===== src/rtl/sync_fifo_buffer.sv =====
`default_nettype none
// ----------------------------------------------------------------------------
// sync_fifo_buffer : single-clock FIFO with occupancy count, programmable
//                    almost-full/almost-empty levels, flush and sticky errors
// Revision 1.0
// ----------------------------------------------------------------------------
module sync_fifo_buffer #(
  parameter int DATA_WIDTH = 8,
  parameter int ADDR_WIDTH = 6,
  parameter int AF_MARGIN  = 4,
  parameter int AE_MARGIN  = 4
) (
  input  logic                  clk,
  input  logic                  rst,
  input  logic                  clear,
  input  logic                  wr_en,
  input  logic [DATA_WIDTH-1:0] data_in,
  input  logic                  rd_en,
  output logic [DATA_WIDTH-1:0] data_out,
  output logic                  rd_valid,
  output logic [ADDR_WIDTH:0]   count,
  output logic                  full,
  output logic                  empty,
  output logic                  half,
  output logic                  almost_full,
  output logic                  almost_empty,
  output logic                  overflow,
  output logic                  underflow
);

  localparam int DEPTH = 2 ** ADDR_WIDTH;
  localparam logic [ADDR_WIDTH:0] c_depth    = (ADDR_WIDTH + 1)'(DEPTH);
  localparam logic [ADDR_WIDTH:0] c_half     = (ADDR_WIDTH + 1)'(DEPTH / 2);
  localparam logic [ADDR_WIDTH:0] c_af_level = (ADDR_WIDTH + 1)'(DEPTH - AF_MARGIN);
  localparam logic [ADDR_WIDTH:0] c_ae_level = (ADDR_WIDTH + 1)'(AE_MARGIN);
  localparam logic [ADDR_WIDTH:0] c_one      = (ADDR_WIDTH + 1)'(1);

  generate
    if (ADDR_WIDTH < 1) begin : g_bad_addr_width
      $error("sync_fifo_buffer: ADDR_WIDTH must be >= 1");
    end
    if (AF_MARGIN < 1 || AF_MARGIN > DEPTH - 1) begin : g_bad_af_margin
      $error("sync_fifo_buffer: AF_MARGIN must be in 1..DEPTH-1");
    end
    if (AE_MARGIN < 1 || AE_MARGIN > DEPTH - 1) begin : g_bad_ae_margin
      $error("sync_fifo_buffer: AE_MARGIN must be in 1..DEPTH-1");
    end
  endgenerate

  logic [DATA_WIDTH-1:0] mem [DEPTH];
  logic [ADDR_WIDTH-1:0] r_wptr;
  logic [ADDR_WIDTH-1:0] r_rptr;
  logic [ADDR_WIDTH:0]   r_count;
  logic [DATA_WIDTH-1:0] r_data_out;
  logic                  r_rd_valid;
  logic                  r_overflow;
  logic                  r_underflow;

  logic w_full;
  logic w_empty;
  logic w_active;
  logic w_wr_acc;
  logic w_rd_acc;

  // Acceptance is judged on the pre-edge count only: no read bypass on empty,
  // no write-through-read on full.
  assign w_full   = (r_count == c_depth);
  assign w_empty  = (r_count == '0);
  assign w_active = ~rst & ~clear;
  assign w_wr_acc = w_active & wr_en & ~w_full;
  assign w_rd_acc = w_active & rd_en & ~w_empty;

  always_ff @(posedge clk) begin
    if (w_wr_acc) begin
      mem[r_wptr] <= data_in;
    end
  end

  always_ff @(posedge clk) begin
    if (rst) begin
      r_wptr      <= '0;
      r_rptr      <= '0;
      r_count     <= '0;
      r_data_out  <= '0;
      r_rd_valid  <= 1'b0;
      r_overflow  <= 1'b0;
      r_underflow <= 1'b0;
    end else if (clear) begin
      r_wptr      <= '0;
      r_rptr      <= '0;
      r_count     <= '0;
      r_rd_valid  <= 1'b0;
      r_overflow  <= 1'b0;
      r_underflow <= 1'b0;
    end else begin
      r_rd_valid <= w_rd_acc;
      if (w_wr_acc) begin
        r_wptr <= r_wptr + 1'b1;
      end
      if (w_rd_acc) begin
        r_data_out <= mem[r_rptr];
        r_rptr     <= r_rptr + 1'b1;
      end
      case ({w_wr_acc, w_rd_acc})
        2'b10:   r_count <= r_count + c_one;
        2'b01:   r_count <= r_count - c_one;
        default: r_count <= r_count;
      endcase
      if (wr_en && w_full) begin
        r_overflow <= 1'b1;
      end
      if (rd_en && w_empty) begin
        r_underflow <= 1'b1;
      end
    end
  end

  assign data_out     = r_data_out;
  assign rd_valid     = r_rd_valid;
  assign count        = r_count;
  assign full         = w_full;
  assign empty        = w_empty;
  assign half         = (r_count == c_half);
  assign almost_full  = (r_count >= c_af_level);
  assign almost_empty = (r_count <= c_ae_level);
  assign overflow     = r_overflow;
  assign underflow    = r_underflow;

endmodule
`default_nettype wire


===== config.mk =====
export PLATFORM = sky130hd
export DESIGN_NAME = sync_fifo_buffer
export DESIGN_NICKNAME = d
export VERILOG_FILES = /design/src/rtl/sync_fifo_buffer.sv
export SDC_FILE = /design/constraint.sdc
export NUM_CORES = 1
export LEC_CHECK = 0
export ABC_AREA = 0
export BUFFER_PORTS_ARGS = -buffer_cell sky130_fd_sc_hd__buf_2
export CAP_MARGIN = 20
export CELL_PAD_IN_SITES_DETAIL_PLACEMENT = 1
export CELL_PAD_IN_SITES_GLOBAL_PLACEMENT = 1
export CORE_AREA = 2 2 194 196
export DETAILED_ROUTE_END_ITERATION = 6
export DIE_AREA = 0 0 196 198
export GPL_TIMING_DRIVEN = 0
export PLACE_DENSITY = 0.94
export SLEW_MARGIN = 20
export SYNTH_ARGS = -nofsm -noshare
export SYNTH_HDL_FRONTEND = slang
export SYNTH_SLANG_ARGS = --single-unit

===== constraint.sdc =====
create_clock -name clk -period 9.17 [get_ports clk]
set_input_delay 0.917 -clock clk [delete_from_list [all_inputs] [get_ports clk]]
set_output_delay 0.917 -clock clk [all_outputs]
set_load 0.01 [all_outputs]

==> results of run 1 <==
-- cell usage in the layout, fill, tap and decap left out, types with 5 or more instances in the layout --
| master | count |
|---|---|
| nand2_1 | 39 |
| nor2_1 | 94 |
| clkinv_1 | 12 |
| ha_1 | 5 |
| buf_4 | 15 |
| and2_1 | 10 |
| mux2i_1 | 79 |
| a22oi_1 | 6 |
| o21ai_0 | 6 |
| xor2_1 | 11 |
| o2111ai_1 | 5 |
| clkbuf_16 | 53 |
| a21oi_1 | 9 |
| buf_1 | 12 |
| nor2b_1 | 6 |
| a211o_1 | 11 |
| dfxtp_1 | 30 |
| mux4_2 | 98 |
| a32oi_1 | 8 |
| buf_2 | 47 |
| nand4_1 | 5 |
| clkbuf_1 | 31 |
| a221oi_1 | 15 |
| buf_6 | 6 |
| mux2_2 | 16 |
| nand3_1 | 5 |
| o221ai_1 | 10 |
| o211ai_1 | 13 |
| inv_1 | 7 |
| o22a_1 | 5 |
| edfxtp_1 | 512 |
| clkinv_2 | 14 |
-- critical path: cells and delay by family (launching register included) --
| family | cells | cell delay [ns] |
|---|---|---|
| and+or+nand+nor | 4 | 2.18 |
| AOI/OAI and AO/OA | 1 | 0.29 |
| DFF | 1 | 0.37 |
| buffers and inverters | 1 | 0.34 |
-- layer usage --
metal / vias to the layer above / part of all wire / wire (µm)
met5: - / 0 / 0
met4: 0 / 0.054 / 3271
met3: 213 / 0.086 / 5234
met2: 817 / 0.50 / 30580
met1: 6281 / 0.36 / 21980
li1: 4751 / - / -
-- logic make-up after synthesis --
| logic type | Yosys count | share of synthesized area |
|---|---|---|
| flops | 542 | 0.7445 |
| mux | 193 | 0.1481 |
| simple gates | 187 | 0.04088 |
| compound gates | 109 | 0.04047 |
| buf+inv | 73 | 0.01738 |
| xor+xnor | 14 | 0.005715 |
| fa+ha+maj | 5 | 0.002916 |
-- registers in the layout (all words and copies together) (netlist names) --
name	flops
rd_valid	1
overflow	1
underflow	1
data_out	8
count	7
r_rptr	6
r_wptr	6
mem	512
-- area by class of cell --
| type | count | area share |
|---|---|---|
| buffer | 66 | 0.01457 |
| clock buffer | 64 | 0.05730 |
| clock inverter | 30 | 0.009856 |
| inverter | 7 | 0.001101 |
| multi-input combinational | 508 | 0.2141 |
| sequential | 542 | 0.6694 |
| tap | 474 | 0.02485 |
| timing repair buffer | 36 | 0.008912 |
-- where the power goes --
part / switching (mW) / internal (mW)
Sequential: 0.00176 / 2.71
Combinational: 0.0592 / 0.0133
Clock: 0.910 / 1.17
-- metrics by stage --
stage / total power, mW / area (µm²)
finish: 4.857 / 23870
global route: 4.941 / 23870
CTS: 4.858 / 23830
detailed placement: 2.832 / 22230
global placement: 2.823 / 22230
floorplan: 2.778 / 21460
-- how the worst min path moves through the flow --
stage | cells past startpoint | endpoint | slack [ns]
after floorplan | 2 | r_rptr[5]$_SDFFE_PP0P_ | 0.49
after global placement | 2 | underflow$_SDFFE_PP0P_ | 0.44
after detailed placement | 2 | overflow$_SDFFE_PP0P_ | 0.47
after CTS | 2 | overflow$_SDFFE_PP0P_ | 0.49
after global routing | 2 | underflow$_SDFFE_PP0P_ | 0.51
final | 2 | overflow$_SDFFE_PP0P_ | 0.49
==> flow_metrics.py, run 1 <==
metrics = {
    "final_layout": {
        "layout.cells.non_filler": 1727,
        "seq_area_um2": 15980,
        "drive_gt1_frac": 0.2115,
        "utilization": 0.6458,
        "area_growth_pct": 11.23,
        "antennaDiodeCount": 0,
        "nets": 1231,
        "fillCellCount": 3074,
        "multi_input_area_um2": 5109,
    },
    "cts": {
        "cts_resized": 0,
        "cts-htree-levels": 2,
        "clkTransAtPathRegs_ns": 0.07,
        "clk_latency_ns": 0.60,
        "clock_sinks": 542,
        "post_cts_buffers": 0,
        "cts-hold-fix-buffers": 0,
        "cts_tree": "yes",
        "root_buffer": "clkbuf_16",
        "cts_buffers": 52,
        "clock_path_buffers": 3,
    },
    "synthesis": {
        "yosysSeqAreaShare": 0.7445,
        "synthTopCellsByArea": "edfxtp_1, mux4_2, mux2i_1, dfxtp_1, nor2_1",
        "yosysMostFrequentCell": "edfxtp_1",
        "syn_nets": 1141,
        "syn_avg_cell_area_um2": 19.11,
        "syn_inst": 1123,
        "synth_warnings": 0,
        "synth_top_area_frac": 0.7165,
        "async_reset_ff_frac": 0,
        "synth_area_um2": 21460,
        "synth_edf_count": 512,
        "ys.flop_type": "edfxtp_1",
        "synth_cell_types": 58,
        "yosys-top-cells-count": "edfxtp_1, mux4_2, nor2_1",
        "ys_ff_latch": 542,
        "synth_top_area_cell": "edfxtp_1",
    },
    "timing": {
        "fin_skew_ns": 0.02265,
        "setup_violations": 0,
        "rsz0062_at_grt": "no",
        "period_needed_ns": 3.551,
        "tns_ns": 0,
        "worst_pin_slew_ns": 1.114,
        "max_slew_margin": 0.2573,
        "hold_viol": 0,
        "hold_slack_ns": 0.4890,
        "fin_ws_ns": 5.619,
        "maxSlewViolCount": 0,
        "max_freq_mhz": 281.6,
        "post-route-period-util": 0.3872,
    },
    "pwr": {
        "peakVddDrop_v": 0.0001893,
        "power.density_nw_per_um2": 203.5,
        "power.leakage_nw": 7.287,
    },
    "routing": {
        "wl_per_cell_um": 35.36,
        "drt_iter0_markers": 1467,
        "vias": 12060,
        "dr.pass1.iters": 5,
        "wirelength_um": 61060,
        "ant_nets": 0,
        "routed_via_density": 6.984,
        "drcViolationCount": 0,
    },
    "place": {
        "gp_congestion": 0.8672,
        "io_buffers": 35,
        "dp_hpwl_um": 38030,
        "place_ws_ns": 5.166,
        "numPlacedInstances": 1632,
    },
    "global_routing": {
        "grt_max_degree": 65,
        "grt-ovfl-total": 0,
        "grt_pass1_wl_um": 88220,
        "grt_pass1_vias": 12710,
        "top_usage_layer": "met2",
        "gr-usage-met3": 0.06762,
        "grtUsageMet2": 0.5453,
        "antenna_found_initial": 0,
        "grt.total_usage": 0.3247,
        "grt_use_met1": 0.4070,
    },
    "worst_setup_path": {
        "reg2reg_slack_ns": 5.62,
        "startpoint_type": "flip-flop",
        "rr_endpoint": "mem[54][5]$_DFFE_PP_",
        "critPathKind": "flip-flop to flip-flop",
        "cpPeakStageDelay_ns": 0.96,
        "rr_worst_depth": 6,
        "cp_cell_sequence": "clkbuf_1 -> or4_1 -> o21a_1 -> nor3b_2 -> nand3_1 -> nor2_1",
        "required_ns": 9.39,
        "cp.arrival_ns": 3.77,
        "crit_slowest_cell": "nor2_1",
        "crit_start": "count[3]$_SDFFE_PP0P_",
        "worst-path-max-fanout": 10,
        "reg2reg_from": "count[3]$_SDFFE_PP0P_",
        "endpoint_kind": "flip-flop",
        "endpoint": "mem[54][5]$_DFFE_PP_",
    },
    "status": {
        "status": "finished, final reports clean",
    },
    "floorplanning": {
        "die_area_um2": 38810,
        "die_w_um": 196,
        "dieHeight_um": 198,
        "core_area_um2": 36960,
        "rows": 71,
        "initial_core_util": 0.5806,
        "io_pins": 36,
    },
    "min_path": {
        "worst_hold_startpoint": "overflow$_SDFFE_PP0P_",
        "hold_path.class": "flip-flop to flip-flop",
    },
    "flow_run": {
        "drv_cap": 0,
    },
}
Note: power is estimated with default switching activity, not from simulation.
==> run 2: changes to the inputs <==
- CORE_AREA: 2 2 194 196 -> 2 2 201 203
- DIE_AREA: 0 0 196 198 -> 0 0 203 205
- PLACE_DENSITY: 0.94 -> 0.89
- clock period: 9.17 -> 3.5 ns (I/O delays scaled with it)
==> run 2 against run 1 <==
Net effect: critical path depth unchanged; fmax increased by 2.6%; routed wire length decreased by 4.6%; cell count increased by 3.4%; non-clock buffer count increased by 1; count of clock-buffer cells in the layout unchanged; global-route usage decreased by 3.8 points; combinational power increased to 2.5 times the previous value; worst hold slack got worse by 0.43 ns.
==> flow_metrics.py, run 2 (synthesis results as in run 1) <==
metrics = {
    "routing": {
        "dr.pass1.iters": 5,
        "drcViolationCount": 0,
        "routed_via_density": 6.588,
        "wl_per_cell_um": 32.63,
        "wirelength_um": 58250,
        "drt_iter0_markers": 1392,
        "ant_nets": 0,
        "vias": 11760,
    },
    "timing": {
        "max_freq_mhz": 288.8,
        "post-route-period-util": 0.9892,
        "setup_violations": 0,
        "period_needed_ns": 3.462,
        "worst_pin_slew_ns": 1.080,
        "tns_ns": 0,
        "hold_viol": 0,
        "fin_skew_ns": 0.01750,
        "max_slew_margin": 0.2798,
        "fin_ws_ns": 0.03779,
        "hold_slack_ns": 0.05417,
        "rsz0062_at_grt": "yes",
        "maxSlewViolCount": 0,
    },
    "pwr": {
        "power.density_nw_per_um2": 536.5,
        "power.leakage_nw": 7.339,
        "totalPowerFinal_mw": 12.91,
        "peakVddDrop_v": 0.0003851,
    },
    "cts": {
        "clk_latency_ns": 0.60,
        "cts_buffers": 54,
        "clock_path_buffers": 3,
        "post_cts_buffers": 0,
        "clkTransAtPathRegs_ns": 0.06,
        "root_buffer": "clkbuf_16",
        "cts-htree-levels": 2,
        "clock_sinks": 542,
        "cts_tree": "yes",
    },
    "final_layout": {
        "layout.cells.non_filler": 1785,
        "final_common_cell": "edfxtp_1",
        "final_cell_area_um2": 24070,
        "mostFrequentLayoutCells": "edfxtp_1, mux4_2, nor2_1",
        "nets": 1234,
        "antennaDiodeCount": 0,
        "utilization": 0.6114,
        "drive_gt1_frac": 0.2175,
        "area_growth_pct": 12.18,
        "largest_register": "mem",
        "largest_reg_flops": 512,
    },
    "flow_run": {
        "drv_cap": 0,
    },
    "worst_setup_path": {
        "endpoint_kind": "flip-flop",
        "critPathKind": "flip-flop to flip-flop",
        "worst-path-max-fanout": 10,
        "crit_slowest_cell": "nor2_1",
        "cp.arrival_ns": 3.67,
        "cpPeakStageDelay_ns": 0.91,
        "startpoint_type": "flip-flop",
        "required_ns": 3.71,
        "cp_cell_sequence": "clkbuf_1 -> or4_4 -> o21a_1 -> nor3b_2 -> nand3_1 -> nor2_1",
    },
    "global_routing": {
        "antenna_found_initial": 1,
        "grt_pass1_vias": 12480,
        "grt-ovfl-total": 0,
        "grt_pass1_wl_um": 84700,
        "grt.total_usage": 0.2872,
        "grt_max_degree": 65,
    },
    "place": {
        "numPlacedInstances": 1684,
        "io_buffers": 35,
        "place_area_um2": 22310,
        "place_ws_ns": 0.08097,
        "gp_congestion": 0.8895,
        "dp_hpwl_um": 36940,
    },
    "floorplanning": {
        "initial_core_util": 0.5451,
        "rows": 73,
        "die_area_um2": 41620,
        "die_w_um": 203,
        "dieHeight_um": 205,
        "core_area_um2": 39370,
        "io_pins": 36,
    },
    "min_path": {
        "hold_path.class": "primary input to flip-flop",
    },
    "status": {
        "status": "finished, final reports clean",
    },
}
## run 2: cell count changes in the layout (fill, tap and decap cells not counted), sizes merged
cell | before | now
clkinv | 26 | 29
buf | 81 | 82
bufinv | 4 | 5
clkinvlp | 0 | 1
inv | 7 | 8
## run 2: path summary, 6_finish.rpt
check / slack [ns] / from / end / depth (start not counted)
worst min register to register: 0.47 / underflow$_SDFFE_PP0P_ / underflow$_SDFFE_PP0P_ / 2
worst max-delay path: 0.04 / count[3]$_SDFFE_PP0P_ / mem[6][0]$_DFFE_PP_ / 6
worst min-delay path: 0.05 / wr_en / overflow$_SDFFE_PP0P_ / 3
worst max register to register: 0.04 / count[3]$_SDFFE_PP0P_ / mem[6][0]$_DFFE_PP_ / 6
## run 2: power breakdown
group	switching [mW]	internal [mW]
registers	0.00447	7.09
clock network	2.40	3.23
logic	0.149	0.0352
## run 2: worst max-delay path, delay by kind of cell (launching register included)
| family | cells | cell delay (ns) |
|---|---|---|
| DFF | 1 | 0.36 |
| AOI/OAI and AO/OA | 1 | 0.27 |
| buffers and inverters | 1 | 0.38 |
| and+or+nand+nor | 4 | 2.05 |
## run 2: per-layer routing
metal	share of wire	global-route usage
met3	0.089	0.06316
met2	0.49	0.4687
met5	0	0
met1	0.37	0.3751
met4	0.049	0.1267
## run 2: timing repair
item                                    CTS  global route
hold buffers                              0             0
hold endpoints to repair                  0             0
resized for setup                         0             7
endpoints found under the setup margin    0            64
## run 2: cell type report
class	count	area [µm²]
Multi-Input combinational cell	508	5141
Fill cell	3316	15300
Inverter	7	26.28
Buffer	66	347.8
Timing Repair Buffer	37	220.2
Tap cell	525	656.9
Sequential cell	542	15980
Clock inverter	36	292.8
Clock buffer	64	1410
